===== src/rtl/adder_pkg.sv =====
// Shared helpers for the pipelined adder: slice width and the legality test for
// splitting WIDTH bits into STAGES equal slices.
package adder_pkg;

  function automatic int chunk_w(input int width, input int stages);
    return width / stages;
  endfunction

  function automatic bit split_ok(input int width, input int stages);
    return (stages > 0) && (width >= stages) && ((width % stages) == 0);
  endfunction

endpackage


===== src/rtl/adder_slice.sv =====
// Combinational CHUNK-bit ripple of full_adder cells. c_msb is the carry into the
// slice's top bit, which the top slice needs for signed overflow.
module adder_slice #(
  parameter int CHUNK = 4
) (
  input  logic [CHUNK-1:0] a,
  input  logic [CHUNK-1:0] b,
  input  logic             cin,
  output logic [CHUNK-1:0] sum,
  output logic             cout,
  output logic             c_msb
);

  logic [CHUNK:0] carry;

  assign carry[0] = cin;

  for (genvar gi = 0; gi < CHUNK; gi++) begin : g_bit
    full_adder u_fa (
      .a    (a[gi]),
      .b    (b[gi]),
      .cin  (carry[gi]),
      .sum  (sum[gi]),
      .cout (carry[gi+1])
    );
  end

  assign cout  = carry[CHUNK];
  assign c_msb = carry[CHUNK-1];

endmodule


===== src/rtl/full_adder.sv =====
// Single-bit full adder cell, the building block of every ripple slice.
module full_adder (
  input  logic a,
  input  logic b,
  input  logic cin,
  output logic sum,
  output logic cout
);

  assign sum  = a ^ b ^ cin;
  assign cout = (a & b) | (a & cin) | (b & cin);

endmodule


===== src/rtl/pipelined_adder.sv =====
// WIDTH-bit add/subtract split into STAGES registered ripple slices with operand
// skew and result deskew, valid/ready handshake, and a global advance enable.
module pipelined_adder
  import adder_pkg::*;
#(
  parameter int WIDTH  = 16,
  parameter int STAGES = 4
) (
  input  logic             clk,
  input  logic             rst_n,
  input  logic             in_valid,
  output logic             in_ready,
  input  logic [WIDTH-1:0] a,
  input  logic [WIDTH-1:0] b,
  input  logic             cin,
  input  logic             sub,
  output logic             out_valid,
  input  logic             out_ready,
  output logic [WIDTH-1:0] sum,
  output logic             cout,
  output logic             ovf
);

  localparam int CHUNK = chunk_w(WIDTH, STAGES);

  if (!split_ok(WIDTH, STAGES)) begin : g_bad_split
    $error("pipelined_adder: WIDTH (%0d) must be a positive multiple of STAGES (%0d)",
           WIDTH, STAGES);
  end

  logic             adv;
  logic [WIDTH-1:0] b_eff;
  logic             c0;

  // The whole pipe moves as one; a stalled output freezes every stage.
  assign adv      = out_ready | ~out_valid;
  assign in_ready = adv;

  assign b_eff = sub ? ~b : b;
  assign c0    = sub | cin;

  for (genvar gi = 0; gi < STAGES; gi++) begin : g_stage
    localparam int LO  = gi * CHUNK;
    localparam int REM = WIDTH - LO;

    // Operand bits still waiting to be added arrive here already skewed by gi cycles.
    logic [REM-1:0]      a_in;
    logic [REM-1:0]      b_in;
    logic                c_in;
    logic                v_in;
    logic [CHUNK-1:0]    slice_sum;
    logic                slice_cout;
    logic                slice_cmsb;
    logic [LO+CHUNK-1:0] sum_next;
    logic [LO+CHUNK-1:0] sum_reg;
    logic                carry_reg;
    logic                valid_reg;

    if (gi == 0) begin : g_head
      assign a_in     = a;
      assign b_in     = b_eff;
      assign c_in     = c0;
      assign v_in     = in_valid;
      assign sum_next = slice_sum;
    end else begin : g_body
      assign a_in     = g_stage[gi-1].g_skew.a_reg;
      assign b_in     = g_stage[gi-1].g_skew.b_reg;
      assign c_in     = g_stage[gi-1].carry_reg;
      assign v_in     = g_stage[gi-1].valid_reg;
      assign sum_next = {slice_sum, g_stage[gi-1].sum_reg};
    end

    adder_slice #(.CHUNK(CHUNK)) u_slice (
      .a     (a_in[CHUNK-1:0]),
      .b     (b_in[CHUNK-1:0]),
      .cin   (c_in),
      .sum   (slice_sum),
      .cout  (slice_cout),
      .c_msb (slice_cmsb)
    );

    always_ff @(posedge clk or negedge rst_n) begin
      if (!rst_n) begin
        valid_reg <= 1'b0;
        carry_reg <= 1'b0;
        sum_reg   <= '0;
      end else if (adv) begin
        valid_reg <= v_in;
        carry_reg <= slice_cout;
        sum_reg   <= sum_next;
      end
    end

    if (gi < STAGES - 1) begin : g_skew
      logic [REM-CHUNK-1:0] a_reg;
      logic [REM-CHUNK-1:0] b_reg;
      logic                 unused_cmsb;

      assign unused_cmsb = slice_cmsb;

      always_ff @(posedge clk or negedge rst_n) begin
        if (!rst_n) begin
          a_reg <= '0;
          b_reg <= '0;
        end else if (adv) begin
          a_reg <= a_in[REM-1:CHUNK];
          b_reg <= b_in[REM-1:CHUNK];
        end
      end
    end else begin : g_tail
      logic ovf_reg;

      always_ff @(posedge clk or negedge rst_n) begin
        if (!rst_n) begin
          ovf_reg <= 1'b0;
        end else if (adv) begin
          ovf_reg <= slice_cmsb ^ slice_cout;
        end
      end
    end
  end

  assign out_valid = g_stage[STAGES-1].valid_reg;
  assign sum       = g_stage[STAGES-1].sum_reg;
  assign cout      = g_stage[STAGES-1].carry_reg;
  assign ovf       = g_stage[STAGES-1].g_tail.ovf_reg;

endmodule


===== config.mk =====
export PLATFORM = sky130hd
export DESIGN_NAME = pipelined_adder
export DESIGN_NICKNAME = d
export VERILOG_FILES = /design/src/rtl/adder_pkg.sv /design/src/rtl/adder_slice.sv /design/src/rtl/full_adder.sv /design/src/rtl/pipelined_adder.sv
export SDC_FILE = /design/constraint.sdc
export NUM_CORES = 1
export LEC_CHECK = 0
export ABC_AREA = 1
export BUFFER_PORTS_ARGS = -buffer_cell sky130_fd_sc_hd__clkbuf_2
export CAP_MARGIN = 20
export CORE_ASPECT_RATIO = 0.75
export CORE_UTILIZATION = 57
export DETAILED_ROUTE_END_ITERATION = 10
export PLACE_DENSITY = 0.82
export SETUP_SLACK_MARGIN = 0.2
export SKIP_LAST_GASP = 1
export SYNTH_ARGS = -nofsm -noshare
export SYNTH_HDL_FRONTEND = slang
export SYNTH_SLANG_ARGS = --single-unit

===== constraint.sdc =====
create_clock -name clk -period 3.1 [get_ports clk]
set_input_delay 0 -clock clk [delete_from_list [all_inputs] [get_ports clk]]
set_output_delay 0 -clock clk [all_outputs]
set_load 0.03 [all_outputs]

==> flow_summary.toml, run 1 <==
[status]
status = "finished, final reports clean"

[placement]
placed_area_um2 = 4560
routabilityCongestion = 0.775
hpwl_mm = 5.34
portBuffers = 57
placed_cells = 606

[power_and_ir_drop]
power.density_nw_per_um2 = 931
peakVddDrop_v = 0.000374
p_leak_nw = 2.72

[timing]
slew_headroom_pct = 34.4
worstMarginPinSlew_ns = 0.981
setup_viol = 0
whs_ns = 0.0371
grt_setup_unrepaired = "false"
period_needed_ns = 2.34
fmax_ghz = 0.428
hold_viol = 0
period_share_pct = 75.4
fin_skew_ns = 0.0110
fin_tns_setup_ns = 0
drv_slew = 0

[critical_path]
slowest_stage = "fa_1"
timing.setup.critical_path_class = "register to register"
end_kind = "register"
cp_num_buf_inv = 3
crit_family = "adder cells"
crit_arrival_ns = 2.62
worstPathRequired_ns = 3.38
path_common_cell = "fa_1"
path_cells = "inv_1, fa_1, inv_1, fa_1, fa_1, inv_1, fa_1, o21ai_0"
cp-start-kind = "register"
cp_slowest_stage_delay_ns = 0.45
cp_max_fo = 2

[die]
io_pins = 58
die-area_um2 = 7760
rows = 26
coreArea_um2 = 6990
die_y_um = 76.6
fp.dieW_um = 101
start_util_pct = 60.4

[cells_and_area]
fin_cells = 649
diodes = 0
multi_input_comb_area_um2 = 1490
final_cell_area_um2 = 5040
area_delta_synth_final_pct = 19.4
drive_gt1_share_pct = 14.9
fill_cells = 528
seqCellArea_um2 = 2430
final_nets = 600

[clocking]
clockBufferDepth = 2
post_cts_buffers = 0
numCtsBuffers = 9
cts_root_buffer = "clkbuf_8"
htreeDepth = 3
hold_buffers = 26
numClockSinks = 97
clk_latency_ns = 0.36
clkTransAtPathRegs_ns = 0.10
cts_tree = "done"
cts_resized = 0

[detailed_routing]
firstDrtPassIters = 4
drtIter0Drc = 215
antenna_left = 0
wl_mm = 8.37
route.vias.total = 3137
drc = 0
wl_per_cell_um = 12.9
viasPerCell = 4.83

[logic_synthesis]
synth_warnings = 0
avgSynthCellArea_um2 = 8.99
yosysSeqAreaShare_pct = 57.5
synth-compound-area-share_pct = 4.38
synthDistinctLibCells = 16
synthCells = 470
synth_nets = 524
syn-cell-area_um2 = 4220
synthMuxAreaShare_pct = 0
synth_top_family_by_area = "simple AND/OR/NAND/NOR gates"
synthAdderAreaFrac_pct = 7.58
ys_seq_elements = 97
synthXorXnorAreaFrac_pct = 0.829
synthSimpleGateAreaFrac_pct = 22.2

[grt]
grt_max_degree = 86
antenna_found_initial = 0
grt_pass1_vias = 3032
grt_pass1_wl_mm = 14.1
grt_overflow = 0
gr-usage-all-layers_pct = 24.1

[flow_run]
drv_cap = 0

[hold_path]
hold_class = "primary input to register"
cell usage in the layout, fill, tap and decap left out, drive strengths merged, types with 6 or more instances in the layout:
cell type | Yosys | layout
nand2 | 229 | 229
dfrtp | 97 | 97
inv | 49 | 49
nand3 | 13 | 13
buf | 20 | 6
o21ai | 37 | 37
dlygate4sd3 | 0 | 26
clkbuf | 3 | 65
fa | 16 | 16
power by group:
part           total, mW  internal, mW  switching (mW)
clock              0.806         0.371           0.435
combinational       1.76         0.622            1.14
sequential          2.13          1.82           0.303
total               4.70          2.82            1.88
cell families after synthesis:
kind of cell | after synthesis
buffers and inverters | 72
XOR/XNOR | 4
flip-flops | 97
AO/OA/AOI/OAI | 37
AND/OR/NAND/NOR | 244
adder cells (fa/ha/maj) | 16
metrics by stage:
step           util, %  setup WS, ns  total power [mW]
3_5_place_dp      65.2         0.783              3.89
5_1_grt           72.1         0.646              5.09
2_1_floorplan        -         0.879              3.35
4_1_cts           71.7         0.757              4.72
3_3_place_gp      65.2         0.850              3.78
6_report          72.1         0.764              4.70
synth_stat cells:
master / count / area share (%)
nand2_1: 228 / 20
dfrtp_1: 97 / 57
inv_1: 48 / 4.3
o21ai_0: 37 / 4.4
fa_1: 16 / 7.6
nand3_1: 13 / 1.5
buf_2: 12 / 1.4
buf_4: 8 / 1.4
clkbuf_1: 2 / 0.18
xnor2_1: 2 / 0.41
xor2_1: 2 / 0.41
clkbuf_2: 1 / 0.12
inv_2: 1 / 0.089
nand2_2: 1 / 0.15
nor2_2: 1 / 0.15
or2_2: 1 / 0.15
per-layer routing:
layer | vias up | wire length (µm) | track usage (%)
li1 | 1553 | - | -
met2 | 94 | 4110 | 38.5
met3 | 11 | 429 | 5.78
met4 | 0 | 62 | 6.38
met5 | - | 0 | 0
met1 | 1479 | 3770 | 33.4
final cells by class:
| class | instances | area share, % |
|---|---|---|
| sequential | 97 | 48.1 |
| multi-input combinational | 301 | 29.4 |
| timing repair buffer | 88 | 12.5 |
| inverter | 49 | 3.65 |
| clock buffer | 9 | 2.46 |
| tap | 98 | 2.43 |
| clock inverter | 7 | 1.41 |
worst register-to-register path, cell delays in order, from the launching register on:
cell	delay, ns
dfrtp_1	0.39
inv_1	0.09
fa_1	0.18
inv_1	0.06
fa_1	0.45
fa_1	0.45
inv_1	0.11
fa_1	0.38
o21ai_0	0.15
worst paths after layout:
check | startpoint | depth (start not counted) | to | slack (ns)
hold / removal | a[3] | 4 | g_stage[0].sum_reg[3] | 0.04
setup / recovery | g_stage[2].carry_reg | 8 | sum[15] | 0.76
min in group asynchronous | rst_n | 2 | g_stage[2].g_skew.b_reg[0] | 0.06
setup reg to reg | g_stage[2].carry_reg | 8 | sum[15] | 0.76
max in group asynchronous | rst_n | 4 | g_stage[0].g_skew.b_reg[4] | 2.21
hold reg to reg | g_stage[0].sum_reg[1] | 2 | g_stage[1].sum_reg[1] | 0.47
(Power assumes the default switching activity.)
==> inputs of run 2 (changes only) <==
CORE_UTILIZATION = 51   (was 57)
PLACE_DENSITY = 0.78   (was 0.82)
clock period = 1.89 ns   (was 3.1 ns; I/O delays follow)
==> run 2 against run 1 <==
The flow now finishes with violations (setup timing). Sequential share of layout area decreased by 1.3 points. Design area increased by 2.9%. Setup slack got worse by 0.94 ns. Count of clock-buffer cells in the layout unchanged. Worst hold slack improved by 0.021 ns. Wire length decreased by 3.1%. Critical path depth unchanged. Highest routed layer unchanged. First-iteration DRC count decreased by 23%. Core utilization decreased by 6.9 points. Die area increased by 11%. Non-clock buffer count increased by 7.
==> flow_summary.toml, run 2 (synthesized netlist as in run 1, its figures left out) <==
[status]
status = "finished, violations left"
violations = "setup timing"

[power_and_ir_drop]
power.density_nw_per_um2 = 1580
swShare_pct = 39.4
p_sw_mw = 3.24
peakVddDrop_v = 0.000794
power_frac_comb_pct = 39.2
p_leak_nw = 2.76
seqPwrFrac_pct = 42.7
clockPowerShare_pct = 18.1
internal-power_mw = 4.99

[cells_and_area]
mostFrequentLayoutCells = "nand2_1, dfrtp_1, clkbuf_2, inv_1, o21ai_0"
diodes = 0
drive_gt1_share_pct = 22.0
multi_input_comb_area_um2 = 1540
final_cell_area_um2 = 5190
seqCellArea_um2 = 2430
fill_cells = 643
final_nets = 607
layout_commonest_cell = "nand2_1"
area_delta_synth_final_pct = 22.8

[critical_path]
worstReg2RegStart = "g_stage[2].carry_reg"
slowest_stage = "fa_2"
crit_family = "adder cells"
crit_start = "g_stage[2].carry_reg"
path_cells = "inv_2, fa_2, inv_2, fa_2, fa_2, inv_2, fa_2, o21ai_1"
worstPathRequired_ns = 2.19
r2r_cells = 8
path_common_cell = "fa_2"
cp-start-kind = "register"
crit_cells = 8
cp_slowest_stage_delay_ns = 0.42
timing.setup.critical_path_class = "register to register"
cp_max_fo = 2
cp_num_buf_inv = 3
crit_arrival_ns = 2.37
end_kind = "register"

[timing]
period_needed_ns = 2.07
fin_skew_ns = 0.00854
hold_viol = 0
slew_headroom_pct = 75.4
fmax_ghz = 0.484
worstMarginPinSlew_ns = 0.369
grt_setup_unrepaired = "true"
setup_viol = 5
period_share_pct = 109
drv_slew = 0
fin_ws_ns = -0.175

[placement]
placed_area_um2 = 4660
dp_slack_ns = -0.171
routabilityCongestion = 0.784
hpwl_mm = 5.43
portBuffers = 57

[hold_path]
whs_path_depth = 4
hp-start = "a[3]"
hold_class = "primary input to register"

[clocking]
htreeDepth = 3
clk_latency_ns = 0.37
numCtsBuffers = 9
cts_tree = "done"
clockBufferDepth = 2
clkTransAtPathRegs_ns = 0.09
numClockSinks = 97
cts_root_buffer = "clkbuf_8"

[grt]
grt_max_degree = 100
grt_overflow = 0
grt_pass1_vias = 3168
gr-usage-all-layers_pct = 21.4
antenna_found_initial = 0
grt_pass1_wl_mm = 14.0

[die]
die-area_um2 = 8650
start_util_pct = 53.1
io_pins = 58
coreArea_um2 = 7950
die_y_um = 80.8
fp.dieW_um = 107
rows = 28

[detailed_routing]
viasPerCell = 4.71
wl_per_cell_um = 12.2
antenna_left = 0
route.vias.total = 3126
wl_mm = 8.12
firstDrtPassIters = 5
drc = 0
drtIter0Drc = 166

[flow_run]
drv_cap = 0
run 2: cell count changes in the layout (fill, tap and decap cells not counted), sizes merged:
cell      before  now
clkinv         3    2
inv           49   52
clkinvlp       3    0
buf            6   13
bufinv         1    2
run 2: layout make-up:
class / count / area share (%)
flip-flops and latches: 97 / 46.8
multi-input cells: 301 / 29.7
repair buffers: 95 / 13.1
inverters: 49 / 3.54
well taps: 105 / 2.53
clock buffers: 9 / 2.39
clock inverters: 7 / 1.93
run 2: final timing paths:
check                                        endpoint  slack [ns]
setup / recovery                              sum[15]       -0.18
hold / removal                  g_stage[0].sum_reg[3]        0.06
setup reg to reg                              sum[15]       -0.18
hold reg to reg                             out_valid        0.47
max in group asynchronous  g_stage[1].g_skew.b_reg[7]        1.13
min in group asynchronous                     sum[14]        0.08
run 2: routing by layer:
metal	share of wire [%]	wire, µm	up-vias	GRT usage (%)
li1	-	-	1577	-
met1	45	3650	1468	27.1
met2	49	3980	71	35.9
met3	4.9	396	10	7.70
met4	1.1	86	0	4.93
met5	0	0	-	0
run 2: stage by stage:
step / TNS [ns] / hold WS (ns) / utilization [%] / cells / power, mW
after detailed placement: -0.788 / -0.0566 / 58.6 / 617 / 6.61
after floorplan: -0.319 / -0.296 / - / 470 / 5.62
after CTS: -0.683 / 0.0468 / 64.9 / 660 / 8.21
after global routing: -1.18 / 0.0751 / 65.2 / 663 / 8.94
final: -0.649 / 0.0578 / 65.2 / 663 / 8.22
after global placement: -0.430 / -0.0648 / 58.6 / 617 / 6.39
run 2: worst reg2reg max path, stage by stage, from the launching register on:
cell and delay [ns]:
dfrtp_1 0.41, inv_2 0.07, fa_2 0.19, inv_2 0.04
fa_2 0.33, fa_2 0.36, inv_2 0.07, fa_2 0.42
o21ai_1 0.12
run 2: repair_timing:
action                                  in CTS  in global routing
pin swaps                                    4                  6
endpoints found under the setup margin      10                 11
setup buffers                                1                  3
hold buffers                                26                  0
gates resized for setup                      3                  4
endpoints found under the hold margin      122                  0
run 2: power by group through the flow:
stage / combinational (mW) / sequential (mW) / clock (mW)
global placement: 2.88 / 3.51 / 0
global route: 3.69 / 3.62 / 1.62
finish: 3.22 / 3.51 / 1.49
detailed placement: 3.06 / 3.55 / 0
CTS: 3.16 / 3.52 / 1.53
floorplan: 1.80 / 3.82 / 0
==> inputs of run 3 (changes only) <==
PLACE_DENSITY = 0.75   (was 0.78)
==> run 3 against run 2 <==
The flow still finishes with violations (setup timing). Cell count grew 0.45%. Core utilization rose by 0.33 points. Design area up 0.51%. Global-route usage decreased by 0.63 points. Count of clock-buffer cells in the layout is 2 higher.
==> flow_summary.toml, run 3 (synthesized netlist as in run 1, its figures left out) <==
[timing]
period_needed_ns = 2.08
fmax_ghz = 0.481
fin_skew_ns = 0.00855
drv_slew = 0
slew_headroom_pct = 60.3
period_share_pct = 110
setup_viol = 5
fin_tns_setup_ns = -0.645
hold_viol = 0
fin_ws_ns = -0.189
grt_setup_unrepaired = "true"
worstMarginPinSlew_ns = 0.596

[critical_path]
cp-start-kind = "register"
path_common_cell = "fa_2"
worstReg2RegStart = "g_stage[2].g_skew.b_reg[0]"
timing.setup.critical_path_class = "register to register"
crit_start = "g_stage[2].g_skew.b_reg[0]"
path_cells = "inv_2, fa_2, inv_2, fa_2, fa_2, inv_2, fa_2, o21ai_2"
slowest_stage = "fa_2"
end_kind = "register"
cp_max_fo = 2
cp_slowest_stage_delay_ns = 0.43
worstPathRequired_ns = 2.18
crit_arrival_ns = 2.37

[hold_path]
hp-start = "a[3]"
hold_class = "primary input to register"

[detailed_routing]
viasPerCell = 4.67
wl_mm = 7.95
wl_per_cell_um = 11.9
route.vias.total = 3107
firstDrtPassIters = 4
drc = 0
antenna_left = 0
drtIter0Drc = 172

[grt]
grt_pass1_wl_mm = 13.8
grt_overflow = 0
grt_pass1_vias = 2976
grt_max_degree = 100
antenna_found_initial = 0
gr-usage-all-layers_pct = 20.8

[placement]
dp_slack_ns = -0.165
portBuffers = 57
routabilityCongestion = 0.785
hpwl_mm = 5.18

[clocking]
clk_latency_ns = 0.36
clockBufferDepth = 2
cts_root_buffer = "clkbuf_8"
numClockSinks = 97
clkTransAtPathRegs_ns = 0.09
cts_tree = "done"
htreeDepth = 3
numCtsBuffers = 9

[die]
die_y_um = 80.8
start_util_pct = 53.1
rows = 28
io_pins = 58
coreArea_um2 = 7950
die-area_um2 = 8650
fp.dieW_um = 107

[power_and_ir_drop]
p_leak_nw = 2.76
peakVddDrop_v = 0.000636
power.density_nw_per_um2 = 1540
p_total_mw = 8.02

[status]
status = "finished, violations left"
violations = "setup timing"

[cells_and_area]
diodes = 0
drive_gt1_share_pct = 22.5
final_nets = 611
layout_commonest_cell = "nand2_1"
area_delta_synth_final_pct = 23.5
mostFrequentLayoutCells = "nand2_1, dfrtp_1, clkbuf_2, inv_1, o21ai_0"
fin_util_pct = 65.6

[flow_run]
drv_cap = 0
==> run 3: power by group <==
part,internal [mW],leakage (nW),switching [mW]
registers,2.99,1.17,0.501
logic,1.23,1.50,1.97
clock network,0.644,0.0916,0.686
==> run 3: worst max-delay path, delay by kind of cell, from the launching register on <==
| kind | cells | cell delay [ns] |
|---|---|---|
| flops | 1 | 0.38 |
| compound gates | 1 | 0.11 |
| buf+inv | 3 | 0.20 |
| fa+ha+maj | 4 | 1.32 |
==> run 3: through the flow <==
| stage | cell area (µm²) | cells | hold slack [ns] |
|---|---|---|---|
| floorplan | 4280 | 470 | -0.296 |
| CTS | 5170 | 663 | 0.0325 |
| finish | 5220 | 666 | 0.0429 |
| global placement | 4670 | 619 | 0.0403 |
| global route | 5220 | 666 | 0.0667 |
| detailed placement | 4670 | 619 | 0.0472 |
==> run 3: layout make-up <==
cell class / instances / area [µm²]
timing repair buffer: 99 / 714
multi-input combinational: 301 / 1560
tap: 105 / 131
clock buffer: 11 / 141
sequential: 97 / 2430
inverter: 49 / 184
clock inverter: 4 / 53.8
fill: 637 / 2740
==> run 3: worst paths after layout <==
kind                                              endpoint  slack, ns  cells past startpoint
worst max register to register                     sum[15]      -0.19                      8
worst max-delay path                               sum[15]      -0.19                      8
worst min register to register                      sum[8]       0.47                      2
max in group asynchronous       g_stage[1].g_skew.b_reg[5]       1.08                      3
min in group asynchronous                          sum[14]       0.18                      2
worst min-delay path                 g_stage[0].sum_reg[3]       0.04                      4
==> run 3: per-layer routing <==
metal	wire (µm)	up-vias	track usage (%)
li1	-	1575	-
met1	3800	1465	28.9
met2	3760	57	33.5
met3	321	10	4.98
met4	66	0	5.34
met5	0	-	0
==> run 3: what timing repair did <==
action / 4_1_cts / 5_1_grt
setup endpoints to repair: 10 / 11
gates cloned: 0 / 0
endpoints found under the hold margin: 69 / 0
resized for setup: 4 / 8
hold buffers: 27 / 0
setup buffers: 2 / 3
pin swaps: 4 / 4
